<file path="src/rtl/cpu_step_sequencer.sv">
// Phase sequencer for the single-cycle core: turns a PHASES-deep board-clock counter into
// cpu_clk / pc_en / reg_en, with run, single-step and pause modes, halt-on-ecall and retire counting.
module cpu_step_sequencer #(
    parameter int  PHASES          = 8,
    parameter int  DEBOUNCE_CYCLES = 100000,
    parameter int  CNT_W           = 32,
    localparam int PH_W            = $clog2(PHASES)
) (
    input  logic             clk,
    input  logic             rst,
    input  logic [1:0]       mode,
    input  logic             step_btn,
    input  logic             halt_req,
    input  logic             resume,
    output logic             cpu_clk,
    output logic             pc_en,
    output logic             reg_en,
    output logic [PH_W-1:0]  phase,
    output logic             running,
    output logic             halted,
    output logic [CNT_W-1:0] instr_count
);
    localparam int DB_W = $clog2(DEBOUNCE_CYCLES + 1);

    localparam logic [PH_W-1:0]  PH_ZERO = PH_W'(0);
    localparam logic [PH_W-1:0]  PH_ONE  = PH_W'(1);
    localparam logic [PH_W-1:0]  PH_LAST = PH_W'(PHASES - 1);
    localparam logic [PH_W-1:0]  PH_HALF = PH_W'(PHASES / 2);
    localparam logic [PH_W-1:0]  PH_PRE  = PH_W'(PHASES / 2 - 1);
    localparam logic [DB_W-1:0]  DB_ZERO = DB_W'(0);
    localparam logic [DB_W-1:0]  DB_ONE  = DB_W'(1);
    localparam logic [DB_W-1:0]  DB_LAST = DB_W'(DEBOUNCE_CYCLES - 1);
    localparam logic [CNT_W-1:0] CNT_ONE = CNT_W'(1);

    typedef enum logic [1:0] {
        ST_IDLE = 2'b00,
        ST_EXEC = 2'b01,
        ST_HALT = 2'b10
    } state_t;

    state_t          state_r;
    state_t          state_s;
    logic [PH_W-1:0] phase_s;
    logic            retire_s;
    logic            en_s;
    logic            resume_q_r;
    logic            resume_edge_s;

    logic            sync1_r;
    logic            sync2_r;
    logic            db_level_r;
    logic [DB_W-1:0] db_cnt_r;
    logic            step_pulse_r;

    // Step button: two-flop synchroniser, stability counter, one-cycle pulse on accepted rise
    always_ff @(posedge clk or posedge rst) begin
        if (rst) begin
            sync1_r      <= 1'b0;
            sync2_r      <= 1'b0;
            db_level_r   <= 1'b0;
            db_cnt_r     <= DB_ZERO;
            step_pulse_r <= 1'b0;
        end else begin
            sync1_r      <= step_btn;
            sync2_r      <= sync1_r;
            step_pulse_r <= 1'b0;
            if (sync2_r != db_level_r) begin
                if (db_cnt_r == DB_LAST) begin
                    db_level_r   <= sync2_r;
                    db_cnt_r     <= DB_ZERO;
                    step_pulse_r <= sync2_r;
                end else begin
                    db_cnt_r <= db_cnt_r + DB_ONE;
                end
            end else begin
                db_cnt_r <= DB_ZERO;
            end
        end
    end

    assign resume_edge_s = resume & ~resume_q_r;

    // Next state / next phase; mode and halt_req only matter at instruction boundaries
    always_comb begin
        state_s  = state_r;
        phase_s  = phase;
        retire_s = 1'b0;
        case (state_r)
            ST_IDLE: begin
                phase_s = PH_ZERO;
                if ((mode == 2'b00) || ((mode == 2'b01) && step_pulse_r)) begin
                    state_s = ST_EXEC;
                end else begin
                    state_s = ST_IDLE;
                end
            end
            ST_EXEC: begin
                if (phase == PH_LAST) begin
                    phase_s  = PH_ZERO;
                    retire_s = 1'b1;
                    if (halt_req) begin
                        state_s = ST_HALT;
                    end else if (mode == 2'b00) begin
                        state_s = ST_EXEC;
                    end else begin
                        state_s = ST_IDLE;
                    end
                end else begin
                    phase_s = phase + PH_ONE;
                    state_s = ST_EXEC;
                end
            end
            ST_HALT: begin
                phase_s = PH_ZERO;
                if (resume_edge_s || step_pulse_r) begin
                    state_s = ST_IDLE;
                end else begin
                    state_s = ST_HALT;
                end
            end
            default: begin
                state_s = ST_IDLE;
                phase_s = PH_ZERO;
            end
        endcase
    end

    // Write-enable window straddles the cpu_clk rising edge
    always_comb begin
        if ((state_s == ST_EXEC) && ((phase_s == PH_PRE) || (phase_s == PH_HALF))) begin
            en_s = 1'b1;
        end else begin
            en_s = 1'b0;
        end
    end

    // Outputs load from next-state values so they line up with phase and never glitch
    always_ff @(posedge clk or posedge rst) begin
        if (rst) begin
            state_r     <= ST_IDLE;
            phase       <= PH_ZERO;
            instr_count <= {CNT_W{1'b0}};
            resume_q_r  <= 1'b0;
            cpu_clk     <= 1'b0;
            pc_en       <= 1'b0;
            reg_en      <= 1'b0;
            running     <= 1'b0;
            halted      <= 1'b0;
        end else begin
            state_r    <= state_s;
            phase      <= phase_s;
            resume_q_r <= resume;
            if (retire_s) begin
                instr_count <= instr_count + CNT_ONE;
            end else begin
                instr_count <= instr_count;
            end
            cpu_clk <= (state_s == ST_EXEC) && (phase_s >= PH_HALF);
            pc_en   <= en_s;
            reg_en  <= en_s;
            running <= (state_s == ST_EXEC);
            halted  <= (state_s == ST_HALT);
        end
    end
endmodule

</file>
<file path="config.mk">
export PLATFORM = sky130hd
export DESIGN_NAME = cpu_step_sequencer
export DESIGN_NICKNAME = d
export VERILOG_FILES = /design/src/rtl/cpu_step_sequencer.sv
export SDC_FILE = /design/constraint.sdc
export NUM_CORES = 1
export LEC_CHECK = 0
export BUFFER_PORTS_ARGS = -buffer_cell sky130_fd_sc_hd__buf_2
export CORE_UTILIZATION = 50
export CTS_CLUSTER_SIZE = 10
export DETAILED_ROUTE_END_ITERATION = 7
export GPL_TIMING_DRIVEN = 0
export PLACE_DENSITY = 0.8
export SYNTH_ARGS = -nofsm -noshare
export SYNTH_HDL_FRONTEND = slang
export SYNTH_SLANG_ARGS = --single-unit
</file>
<file path="constraint.sdc">
create_clock -name clk -period 2.1 [get_ports clk]
set_input_delay 0.315 -clock clk [delete_from_list [all_inputs] [get_ports clk]]
set_output_delay 0.315 -clock clk [all_outputs]
set_load 0.02 [all_outputs]
</file>
# Word-level counts from Yosys, hierarchy flattened
# Index checks and enable logic that the tools add are counted.
# classes
add_sub_neg,3
magnitude_cmp,1
eq_ne,10
muxes,15
bitwise_logic,2
reduce_logical,9
# op_table
cell,n
$mux W17,2
$add A32 B1 Y32 const B,1
$add A17 B1 Y17 const B,1
$eq A17 B17 Y1 const B,1
$mux W1,7
$eq A2 B1 Y1 const B,3
$eq A3 B3 Y1 const B,2
$mux W2,3
$mux W3,2
$pmux W2 S3,1
$eq A2 B2 Y1 const B,2
$logic_not A2 Y1,2
$add A3 B1 Y3 const B,1
$eq A3 B2 Y1 const B,1
$ge A3 B3 Y1 const B,1
$logic_and A1 B1 Y1,3
$logic_or A1 B1 Y1,3
$reduce_and A2 Y1,1
$and A1 B1 Y1,1
$ne A1 B1 Y1,1
$not A1 Y1,1
# totals
ff_bits,63
inputBits,7

# Logic depth before layout (Yosys ltp)
# depth
word_depth,8
depth_mapped,7
ltp_nobuf,6

# Worst setup path after synthesis
# Ideal clock, no wire load.
# synth_timing
path_type,register to register
from,register phase[0]
to,register instr_count[29]
arrival_ns,2.157
t_required_ns,1.971
setup_slack_ns,-0.187
path_stages_with_launch,7
n_path_buf,0
synth_period_minus_slack_ns,2.287
path_cell_list,dfrtp_1 ha_1 ha_1 nand2_1 or4_4 or4_4 xnor2_2
# synth_between
elab_chain_len,3
# synth_lines
element,line_no,text
start: declaration,18,"output logic [PH_W-1:0] phase,"
start signal: assignment,151,phase <= phase_s;
$eq A3 B3 Y1,98,if (phase == PH_LAST) begin
$mux W1,98,
$mux W1,88,case (state_r)
end signal: assignment,142,instr_count <= {CNT_W{1'b0}};
end signal: assignment,154,instr_count <= instr_count + CNT_ONE;
end signal: assignment,156,instr_count <= instr_count;
end: declaration,21,output logic [CNT_W-1:0] instr_count
# No other way between the ends.
# A chain may end at the register's enable or synchronous reset.

# Final worst setup path
# layout_timing
from,register db_cnt_r[0]
to,register db_level_r
# layout_between
elab_chain_len,2
# layout_lines
element,line_no,text
start: declaration,52,logic [DB_W-1:0] db_cnt_r;
start signal: assignment,73,db_cnt_r <= db_cnt_r + DB_ONE;
$eq A17 B17 Y1,68,if (db_cnt_r == DB_LAST) begin
$reduce_and A2 Y1 (no source line),-,
end signal: assignment,69,db_level_r <= sync2_r;
end: declaration,51,logic db_level_r;
# No other way between the ends.

==> flow_summary.toml <==
[place]
gp_congestion = 0.7821
portBuffers = 46
detailed_place_hpwl_um = 3952
place_area_um2 = 3239
dp_cells = 379

[sta]
finalCriticalPeriod_ns = 2.006
skew_ns = 0.005441
final-hold-violation-count = 0
setup_violations = 0
worst_pin_slew_ns = 0.6206
relSlewSlack_pct = 58.57
final_max_slew_viol_count = 0
timing.final.crit_share_pct = 95.50
max_freq_ghz = 0.4986
rsz0062_at_grt = "no"

[routing]
num_vias = 2160
wirelength_um = 5642
drcViolationCount = 0
initialDrtViolationCount = 145
first_pass_iters = 4
routedWlPerCell_um = 14.07
via_per_inst = 5.387
antenna_left = 0

[synthesis]
yosysUniqueCellTypes = 39
synthCells = 260
synth_area_um2 = 2872
ys_ff_latch = 63
synth_edf_count = 0
ys_seq_area_share_pct = 54.90
dominantRegCellSynth = "dfrtp_1"
yosys_warnings = 0
synth_nets = 271
synthArstFlopShare_pct = 100.0
syn_area_per_cell_um2 = 11.04

[global_route]
overflow = 0
use_met2_pct = 34.51
grt_max_degree = 35
use_met3_pct = 5.647
grt_pass1_wl_um = 9494
use_met1_pct = 24.77
antenna_found_initial = 0
busiest_layer = "met2"
grt_usage_pct = 20.37
grt_pass1_vias = 2157

[setup_path]
path_cells = "ha_4 > and4_1 > buf_2 > nand2_2 > or4_4 > mux2_1"
cp_top_family = "simple AND/OR/NAND/NOR gates"
cp.arrival_ns = 2.22
crit_buf_inv = 1
r2r-end = "db_level_r$_DFFE_PP0P_"
r2r-start = "db_cnt_r[0]$_DFF_PP0_"
worstSetupPathType = "reg -> reg"
cp-end-kind = "register"
critPathSlowestCell = "or4_4"
critPathMaxStageDelay_ns = 0.55
r2r_cells = 6
start_kind = "register"
crit_path_max_fanout = 6
required_ns = 2.31
r2r_setup_slack_ns = 0.09

[clocking]
clk_pin_slew_ns = 0.06
h-tree-depth = 3
cts_buffer_depth = 2
root_buffer = "clkbuf_8"
cts_sinks = 63
cts_made_buffers = 9
cts_tree = "yes"
clk_latency_ns = 0.33

[finish]
layout.cells.most_common_list = "61 x dfrtp_1, 48 x buf_2, 25 x nor2_1, 22 x xnor2_1"
syn2layout_area_growth_pct = 23.18
post_route_cells_drive_above_1_share_pct = 27.05
final_area_um2 = 3537
final_common_cell = "dfrtp_1"
diodes = 0
nFillCells = 433
final_net_count = 335
fin_cells = 401

[floorplan]
initial_core_util_pct = 52.15
core_um2 = 5507
die_x_um = 77.78
die_h_um = 77.78
die_area_um2 = 6050
rows = 27
ios = 47

[status]
status = "completed"

[pwr]
leakage_nw = 1.722
pwr_density_cell_nw_per_um2 = 875.7
total_power_mw = 3.098
vdd_drop_max_v = 0.0006698

[min_path]
hp-class = "in -> async"

[job]
drv_cap = 0
-- metrics by stage --
step           TNS [ns]  util [%]  worst slack [ns]  hold slack, ns
3_3_place_gp     -35.69     58.46           -0.7085          0.3349
6_report              0     64.24           0.09440         0.05815
3_5_place_dp     -3.318     58.83           -0.2087          0.3471
5_1_grt               0     64.24           0.02917         0.07590
4_1_cts               0     62.99          0.009796         0.08051
2_1_floorplan         0         -           0.07595          0.3312
-- cells in the mapped netlist, types with 2 or more instances --
cell,instances,share of area [%]
nor4_2,3,1.3
nor4_1,4,0.87
dfrtp_1,63,55
ha_1,4,1.7
nor2_1,25,3.3
and4_1,5,1.5
xor2_1,20,6.1
a21oi_1,5,0.87
nand2_1,21,2.7
nand2b_1,2,0.44
or4_4,2,0.78
or3_1,6,1.3
and2_1,2,0.44
inv_1,8,1.0
nand4_1,10,2.2
o21ai_0,6,1.0
nand4b_1,2,0.61
buf_2,2,0.35
nor4b_1,3,0.92
xnor2_1,22,6.7
nor3_1,6,1.0
and3_1,3,0.65
nand3_1,19,3.3
nor3b_1,2,0.52
-- cells by family (layout without fill, tap and decap cells) --
family / Yosys count / after routing / synth area share, %
and+or+nand+nor: 121 / 121 / 23.97
adders and majority gates: 4 / 4 / 1.743
DFF: 63 / 63 / 54.90
muxes: 2 / 2 / 0.7843
AOI/OAI and AO/OA: 14 / 14 / 3.050
buffers and inverters: 13 / 82 / 2.179
xor gates and xnor gates: 43 / 43 / 13.38
-- timing repair --
item / 4_1_cts / 5_1_grt
gates resized for setup: 3 / 4
setup buffers: 0 / 6
hold buffers: 0 / 0
pin swaps: 1 / 4
hold endpoints to repair: 0 / 0
setup endpoints to repair: 20 / 25
-- cell type report --
| type | count | area, um2 | share of cell area [%] |
|---|---|---|---|
| Sequential cell | 63 | 1579 | 44.64 |
| Multi-Input combinational cell | 184 | 1305 | 36.89 |
| Timing Repair Buffer | 53 | 295.3 | 8.348 |
| Clock buffer | 12 | 135.1 | 3.820 |
| Tap cell | 72 | 90.09 | 2.547 |
| Clock inverter | 4 | 70.07 | 1.981 |
| Buffer | 5 | 32.53 | 0.9197 |
| Inverter | 8 | 30.03 | 0.8490 |
-- routing by layer --
layer | part of all wire [%] | vias up
met1 | 43 | 1067
met4 | 1.3 | 0
met2 | 51 | 44
met5 | 0 | -
met3 | 4.2 | 8
li1 | - | 1041
-- where the power goes --
group / internal, mW / switching [mW] / total (mW)
clock: 0.666 / 0.448 / 1.11
combinational: 0.237 / 0.328 / 0.565
sequential: 1.32 / 0.0970 / 1.42
total: 2.22 / 0.873 / 3.10
-- worst max-delay path by stage --
stage	from	end	slack [ns]	depth (start not counted)
6_report	db_cnt_r[0]$_DFF_PP0_	db_level_r$_DFFE_PP0P_	0.09	6
5_1_grt	db_cnt_r[0]$_DFF_PP0_	db_level_r$_DFFE_PP0P_	0.03	6
4_1_cts	db_cnt_r[0]$_DFF_PP0_	db_level_r$_DFFE_PP0P_	0.01	6
3_5_place_dp	db_cnt_r[0]$_DFF_PP0_	db_cnt_r[14]$_DFF_PP0_	-0.21	7
3_3_place_gp	rst	phase[1]$_DFF_PP0_	-0.71	2
2_1_floorplan	rst	phase[0]$_DFF_PP0_	0.08	1
-- flip-flops by register name (all words and copies together), names as in the netlist --
signal / flops
running: 1
state_r: 2
step_pulse_r: 1
sync1_r: 1
instr_count: 32
db_level_r: 1
halted: 1
reg_en: 1
resume_q_r: 1
db_cnt_r: 17
sync2_r: 1
cpu_clk: 1
phase: 3
Power figures use the tool's default switching activity.
